File: src/rtl/conv_layer_scheduler.sv
// conv_layer_scheduler
//
// Purpose: steps a single convLayerSingle datapath through up to MAX_FILTERS
// filters of a conv layer. For each filter it selects the filter, holds the
// datapath in reset for one cycle, waits CONV_CYCLES clocks of compute, and
// then presents the datapath output to a downstream buffer with valid/ready.
// The result is held until the buffer accepts it.
//
// Ports:
//   clk              rising-edge clock
//   reset            asynchronous, active-high reset
//   start            one-cycle run request, sampled only while idle
//   cfg_num_filters  number of filters to run, latched on accepted start
//   busy             high in every state except idle
//   done             one-cycle pulse at the end of a run
//   conv_reset       reset for the convLayerSingle datapath
//   filter_sel       filter index for the filter ROM mux
//   out_valid        datapath output is stable and valid
//   out_ready        downstream accepts the presented output
//   out_filter_idx   filter index of the presented output
//   perf_stall_cycles (only with CONV_SCHED_PERF_EN) saturating count of
//                    cycles spent waiting on out_ready
//
// Optional feature macro: CONV_SCHED_PERF_EN

module conv_layer_scheduler #(
  parameter int MAX_FILTERS = 6,
  parameter int FILT_IDX_W  = 3,
  parameter int CONV_CYCLES = 1569,
  parameter int CNT_W       = 11
) (
  input  logic                  clk,
  input  logic                  reset,
  input  logic                  start,
  input  logic [FILT_IDX_W-1:0] cfg_num_filters,
  output logic                  busy,
  output logic                  done,
  output logic                  conv_reset,
  output logic [FILT_IDX_W-1:0] filter_sel,
  output logic                  out_valid,
  input  logic                  out_ready,
  output logic [FILT_IDX_W-1:0] out_filter_idx
`ifdef CONV_SCHED_PERF_EN
  ,
  output logic [31:0]           perf_stall_cycles
`endif
);

  localparam logic [2:0] S_IDLE = 3'd0;
  localparam logic [2:0] S_LOAD = 3'd1;
  localparam logic [2:0] S_RUN  = 3'd2;
  localparam logic [2:0] S_HOLD = 3'd3;
  localparam logic [2:0] S_FIN  = 3'd4;

  localparam logic [FILT_IDX_W-1:0] MAX_N   = FILT_IDX_W'(MAX_FILTERS);
  localparam logic [FILT_IDX_W-1:0] IDX_ONE = FILT_IDX_W'(1);
  localparam logic [CNT_W-1:0]      CNT_ONE = CNT_W'(1);
  localparam logic [CNT_W-1:0]      CNT_LAST = CNT_W'(CONV_CYCLES - 1);

  logic [2:0]            state_q, state_d;
  logic [FILT_IDX_W-1:0] filter_sel_q, filter_sel_d;
  logic [FILT_IDX_W-1:0] num_q, num_d;
  logic [CNT_W-1:0]      cnt_q, cnt_d;

`ifdef CONV_SCHED_PERF_EN
  logic [31:0] perf_q, perf_d;
`endif

  // Next-state logic. The counter is cleared in LOAD and compared exactly
  // against the last compute cycle, so it never needs to wrap.
  always_comb begin
    state_d      = state_q;
    filter_sel_d = filter_sel_q;
    num_d        = num_q;
    cnt_d        = cnt_q;
`ifdef CONV_SCHED_PERF_EN
    perf_d       = perf_q;
`endif
    case (state_q)
      S_IDLE: begin
        if (start) begin
          num_d        = (cfg_num_filters > MAX_N) ? MAX_N : cfg_num_filters;
          filter_sel_d = '0;
`ifdef CONV_SCHED_PERF_EN
          perf_d       = '0;
`endif
          state_d      = (num_d == '0) ? S_FIN : S_LOAD;
        end
      end
      S_LOAD: begin
        cnt_d   = '0;
        state_d = S_RUN;
      end
      S_RUN: begin
        cnt_d = cnt_q + CNT_ONE;
        if (cnt_q == CNT_LAST) begin
          state_d = S_HOLD;
        end
      end
      S_HOLD: begin
        if (out_ready) begin
          if (filter_sel_q == num_q - IDX_ONE) begin
            state_d = S_FIN;
          end else begin
            filter_sel_d = filter_sel_q + IDX_ONE;
            state_d      = S_LOAD;
          end
        end
`ifdef CONV_SCHED_PERF_EN
        else if (perf_q != 32'hFFFF_FFFF) begin
          perf_d = perf_q + 32'd1;
        end
`endif
      end
      S_FIN: begin
        filter_sel_d = '0;
        state_d      = S_IDLE;
      end
      default: begin
        state_d      = S_IDLE;
        filter_sel_d = '0;
      end
    endcase
  end

  always_ff @(posedge clk or posedge reset) begin
    if (reset) begin
      state_q      <= S_IDLE;
      filter_sel_q <= '0;
      num_q        <= '0;
      cnt_q        <= '0;
`ifdef CONV_SCHED_PERF_EN
      perf_q       <= '0;
`endif
    end else begin
      state_q      <= state_d;
      filter_sel_q <= filter_sel_d;
      num_q        <= num_d;
      cnt_q        <= cnt_d;
`ifdef CONV_SCHED_PERF_EN
      perf_q       <= perf_d;
`endif
    end
  end

  // Outputs decode from state only, so out_ready never reaches out_valid
  // combinationally and an async reset forces them to idle values at once.
  assign busy           = (state_q != S_IDLE);
  assign done           = (state_q == S_FIN);
  assign out_valid      = (state_q == S_HOLD);
  assign conv_reset     = (state_q == S_IDLE) || (state_q == S_LOAD) || (state_q == S_FIN);
  assign filter_sel     = filter_sel_q;
  assign out_filter_idx = filter_sel_q;

`ifdef CONV_SCHED_PERF_EN
  assign perf_stall_cycles = perf_q;
`endif

endmodule
File: config.mk
export PLATFORM = sky130hd
export DESIGN_NAME = conv_layer_scheduler
export DESIGN_NICKNAME = d
export VERILOG_FILES = /design/src/rtl/conv_layer_scheduler.sv
export SDC_FILE = /design/constraint.sdc
export NUM_CORES = 1
export LEC_CHECK = 0
export BUFFER_PORTS_ARGS = -buffer_cell sky130_fd_sc_hd__buf_2
export CORE_MARGIN = 10
export CORE_UTILIZATION = 40
export CTS_BUF_LIST = sky130_fd_sc_hd__clkbuf_4 sky130_fd_sc_hd__clkbuf_8
export CTS_CLUSTER_SIZE = 20
export DETAILED_ROUTE_END_ITERATION = 8
export PLACE_DENSITY = 0.59
export SETUP_SLACK_MARGIN = 0.05
export SLEW_MARGIN = 30
export SYNTH_ARGS = -nofsm -noshare
export SYNTH_HDL_FRONTEND = slang
export SYNTH_SLANG_ARGS = --single-unit
File: constraint.sdc
create_clock -name clk -period 2 [get_ports clk]
set_input_delay 0.5 -clock clk [delete_from_list [all_inputs] [get_ports clk]]
set_output_delay 0.5 -clock clk [all_outputs]
set_load 0.01 [all_outputs]
==> metrics.md <==
| Metric | Value |
|---|---|
| Status | finished, final reports clean |
| Crit path cell chain | nor2_1 -> and2_1 -> buf_2 |
| Share of the synthesized area in the top cell type | ~42% |
| Max IR drop VDD | approximately 0.73 mV |
| Share of cells above drive strength 1 | 24.1% |
| Leak | 0.670 nW |
| Max_slew headroom | between 60% and 70% |
| ANT nets after route | 0 |
| Fin util | 47.8% |
| M1 GR Usage | about an eighth |
| Comb pwr share | a little under half |
| Seq/Total Area, Yosys | 42.3% |
| Die ar. | approximately 0.0055 mm2 |
| Psw | 706 uW |
| Worst Tran Pin Value | between 0.4 and 0.5 ns |
| Tcrit/Tclk final | 93.5% |
| Top Usage Layer GRT | met2 |
| Crit path max-delay family | flip-flops |
| Met3 GRT Util | under 10% |
| Post-synth EDFFs | 0 |
| Final WL | about 2400 um |
| Post-Syn Area per Cell | approximately 9.5 um2 |
| Clock skew | between 0.0006 and 0.0007 ns |
| WP buf/inv | 1 |
| Crit. End Element | output pin |
| Htree depth | 1 |
| Core footprint | 0.00278 mm2 |
| CP startpoint | state_q[0] |
| Startpoint Class | flip-flop |
| Avg WL per Cell | 13.8 um |
| Post-synth ARST share | 100% |
| Post-Syn Nets | 136 |
| Critical path class | reg2out |
| Post-route cell area | 0.00133 mm2 |
| Reg-to-reg startpoint | cnt_q[0] |
| Via density | between 5 and 6 |
| Area leader, netlist | dfrtp_1 |
| DP HPWL | roughly 1700 um |
| Tmin final | approximately 1.9 ns |
| FMAX | between 0.5 and 0.6 GHz |
| Total power | 1.72 mW |
| Max incr delay on CP | about 0.52 ns |
| GR Overflow Total | 0 |
| Top_reg_cell synth | dfrtp_1 |
| Clock sinks | 20 |
| Worst path slowest cell | dfrtp_2 |
| Gpl congestion | ~0.73 |
| Clock power share | between 10 and 15% |
| Critical Path RT | 1.50 ns |
| DR pass1 iterations | 4 |
| Inserted Clock Buffers | 3 |
| DR vias | just over 900 |
| Sequential Power Share | 39.9% |
| Register-to-Register Path Depth | 6 |
| Num rows | 19 |
| Net Sw Frac | 41.1% |
| Nets | around 150 |
| Synthesized area | between 0.001 and 0.0015 mm2 |
| Warnings from Yosys | 0 |
| Clock transition at the registers of the reported paths | around 0.12 ns |
| PD cells | 1290 mW/mm2 |
| P_int | between 1 and 1.5 mW |
| Final setup vio count | 0 |
| Mapped Cells | 125 |
| Critical Path Stages | 3 |
| #FFs+latches synth | 20 |
| CTS tree | yes |
| Top-count cell post-synth | dfrtp_1 |
| Port Buffer Count | 16 |
| Slew Limit Fails | 0 |
| Tot GR Track Use | 8.80% |
| Root Buffer | clkbuf_4 |
| Unique masters post-synth | 35 |
| Max-Cap Viols | 0 |
| Vias in the first global route | roughly 860 |
| DRT iter0 DRCs | 52 |
| Drc violations | 0 |
| WP data arrival | around 1.4 ns |
| Most frequent cells after synthesis | 20 x dfrtp_1, 12 x inv_1, 12 x nand2_1 |
| Initial antenna violation count | 0 |
| Deepest clock path buffer count | 2 |
| Die Ht | between 70 and 80 um |
| Hold_buf cts | 0 |
| # diodes | 0 |
| Die X | ~74 um |
| Placed cell areas | around 0.0013 mm2 |
| Hold Crit Class | in2async |
| RSZ-0062 raised after global routing | false |
| GR Layer Usage met2 | 12.9% |
| Setup TNS Final | 0 ns |
| Endpoints failing hold | 0 |
| Initial cell density of the core | 42.5% |
| Clk_lat worst skew | ~0.30 ns |
| Layout area overhead | 12.5% |
| Largest net degree at the start of global routing | 21 |
| Synth top area cells | dfrtp_1 42%, mux2i_1 7.6%, ha_1 4.2% |
| Num ports | 17 |
| First-pass GRT wire length | between 3000 and 4000 um |
| Max FO, Critical Path | 15 |
## kinds of logic after synthesis
group	synth area share, %
buffers and inverters	7.09
AO/OA/AOI/OAI	11.4
XOR/XNOR	3.49
flip-flops	42.3
AND/OR/NAND/NOR	22.9
multiplexers	8.57
adder cells (fa/ha/maj)	4.23
## state kept, by name, summed over array words and instances, names as in the netlist
register	count
cnt_q	11
filter_sel	3
num_q	3
state_q	3
## timing repair
action	4_1_cts	5_1_grt
gates resized for setup	1	4
cloned	0	0
endpoints found under the setup margin	1	5
setup buffers	0	2
## per-stage QoR
stage	worst slack [ns]	hold WS (ns)	instances
6_report	0.130	0.202	172
5_1_grt	0.0516	0.218	172
4_1_cts	0.0534	0.203	170
3_5_place_dp	0.234	0.465	166
3_3_place_gp	0.275	0.457	166
2_1_floorplan	0.369	0.438	125
## per-layer routing
metal,vias up,share of wire (%)
met3,2,3.0
li1,473,-
met4,0,0.51
met5,-,0
met2,11,48
met1,443,48
## worst register-to-register path, cell delays in order, from the launching register on
cell and delay, ns:
dfrtp_1 0.45, inv_1 0.08, ha_1 0.14, and4b_1 0.20, a311oi_1 0.11, or4_4 0.55
o221ai_2 0.16
## final cells by class
type | instances | area (um2)
repair buffers | 19 | 103
inverters | 12 | 45.0
multi-input cells | 86 | 603
fillers | 260 | 1450
clock buffers | 4 | 36.3
flip-flops and latches | 20 | 504
well taps | 31 | 38.8
## placed cells by master (no fill, tap or decap), types with 2 or more instances in the layout
master / synthesis / final
inv_1: 12 / 11
ha_1: 4 / 4
a22oi_1: 3 / 3
dfrtp_1: 20 / 17
xnor2_1: 2 / 2
mux2i_1: 9 / 9
dfrtp_2: 0 / 3
buf_4: 3 / 3
nor3_1: 7 / 6
a21oi_1: 4 / 4
nor2_1: 4 / 4
and2_1: 2 / 2
o21ai_0: 8 / 8
buf_2: 0 / 16
nor2b_1: 2 / 2
nand2_1: 12 / 12
nand3_1: 8 / 8
and3_1: 4 / 4
clkbuf_4: 0 / 3
## final timing paths
path	slack, ns	end
setup / recovery	0.13	done
hold / removal	0.20	num_q[1]
setup reg to reg	0.24	state_q[0]
hold reg to reg	0.48	cnt_q[10]
max in group asynchronous	1.57	state_q[2]
min in group clk	0.43	num_q[1]
## power groups by stage
| stage | Sequential, mW | Combinational (mW) | Clock, mW |
|---|---|---|---|
| 4_1_cts | 0.686 | 0.750 | 0.246 |
| 6_report | 0.686 | 0.793 | 0.239 |
| 5_1_grt | 0.711 | 0.899 | 0.259 |
| 2_1_floorplan | 0.629 | 0.641 | 0 |
| 3_3_place_gp | 0.691 | 0.743 | 0 |
| 3_5_place_dp | 0.694 | 0.745 | 0 |
(Power assumes the default switching activity.)
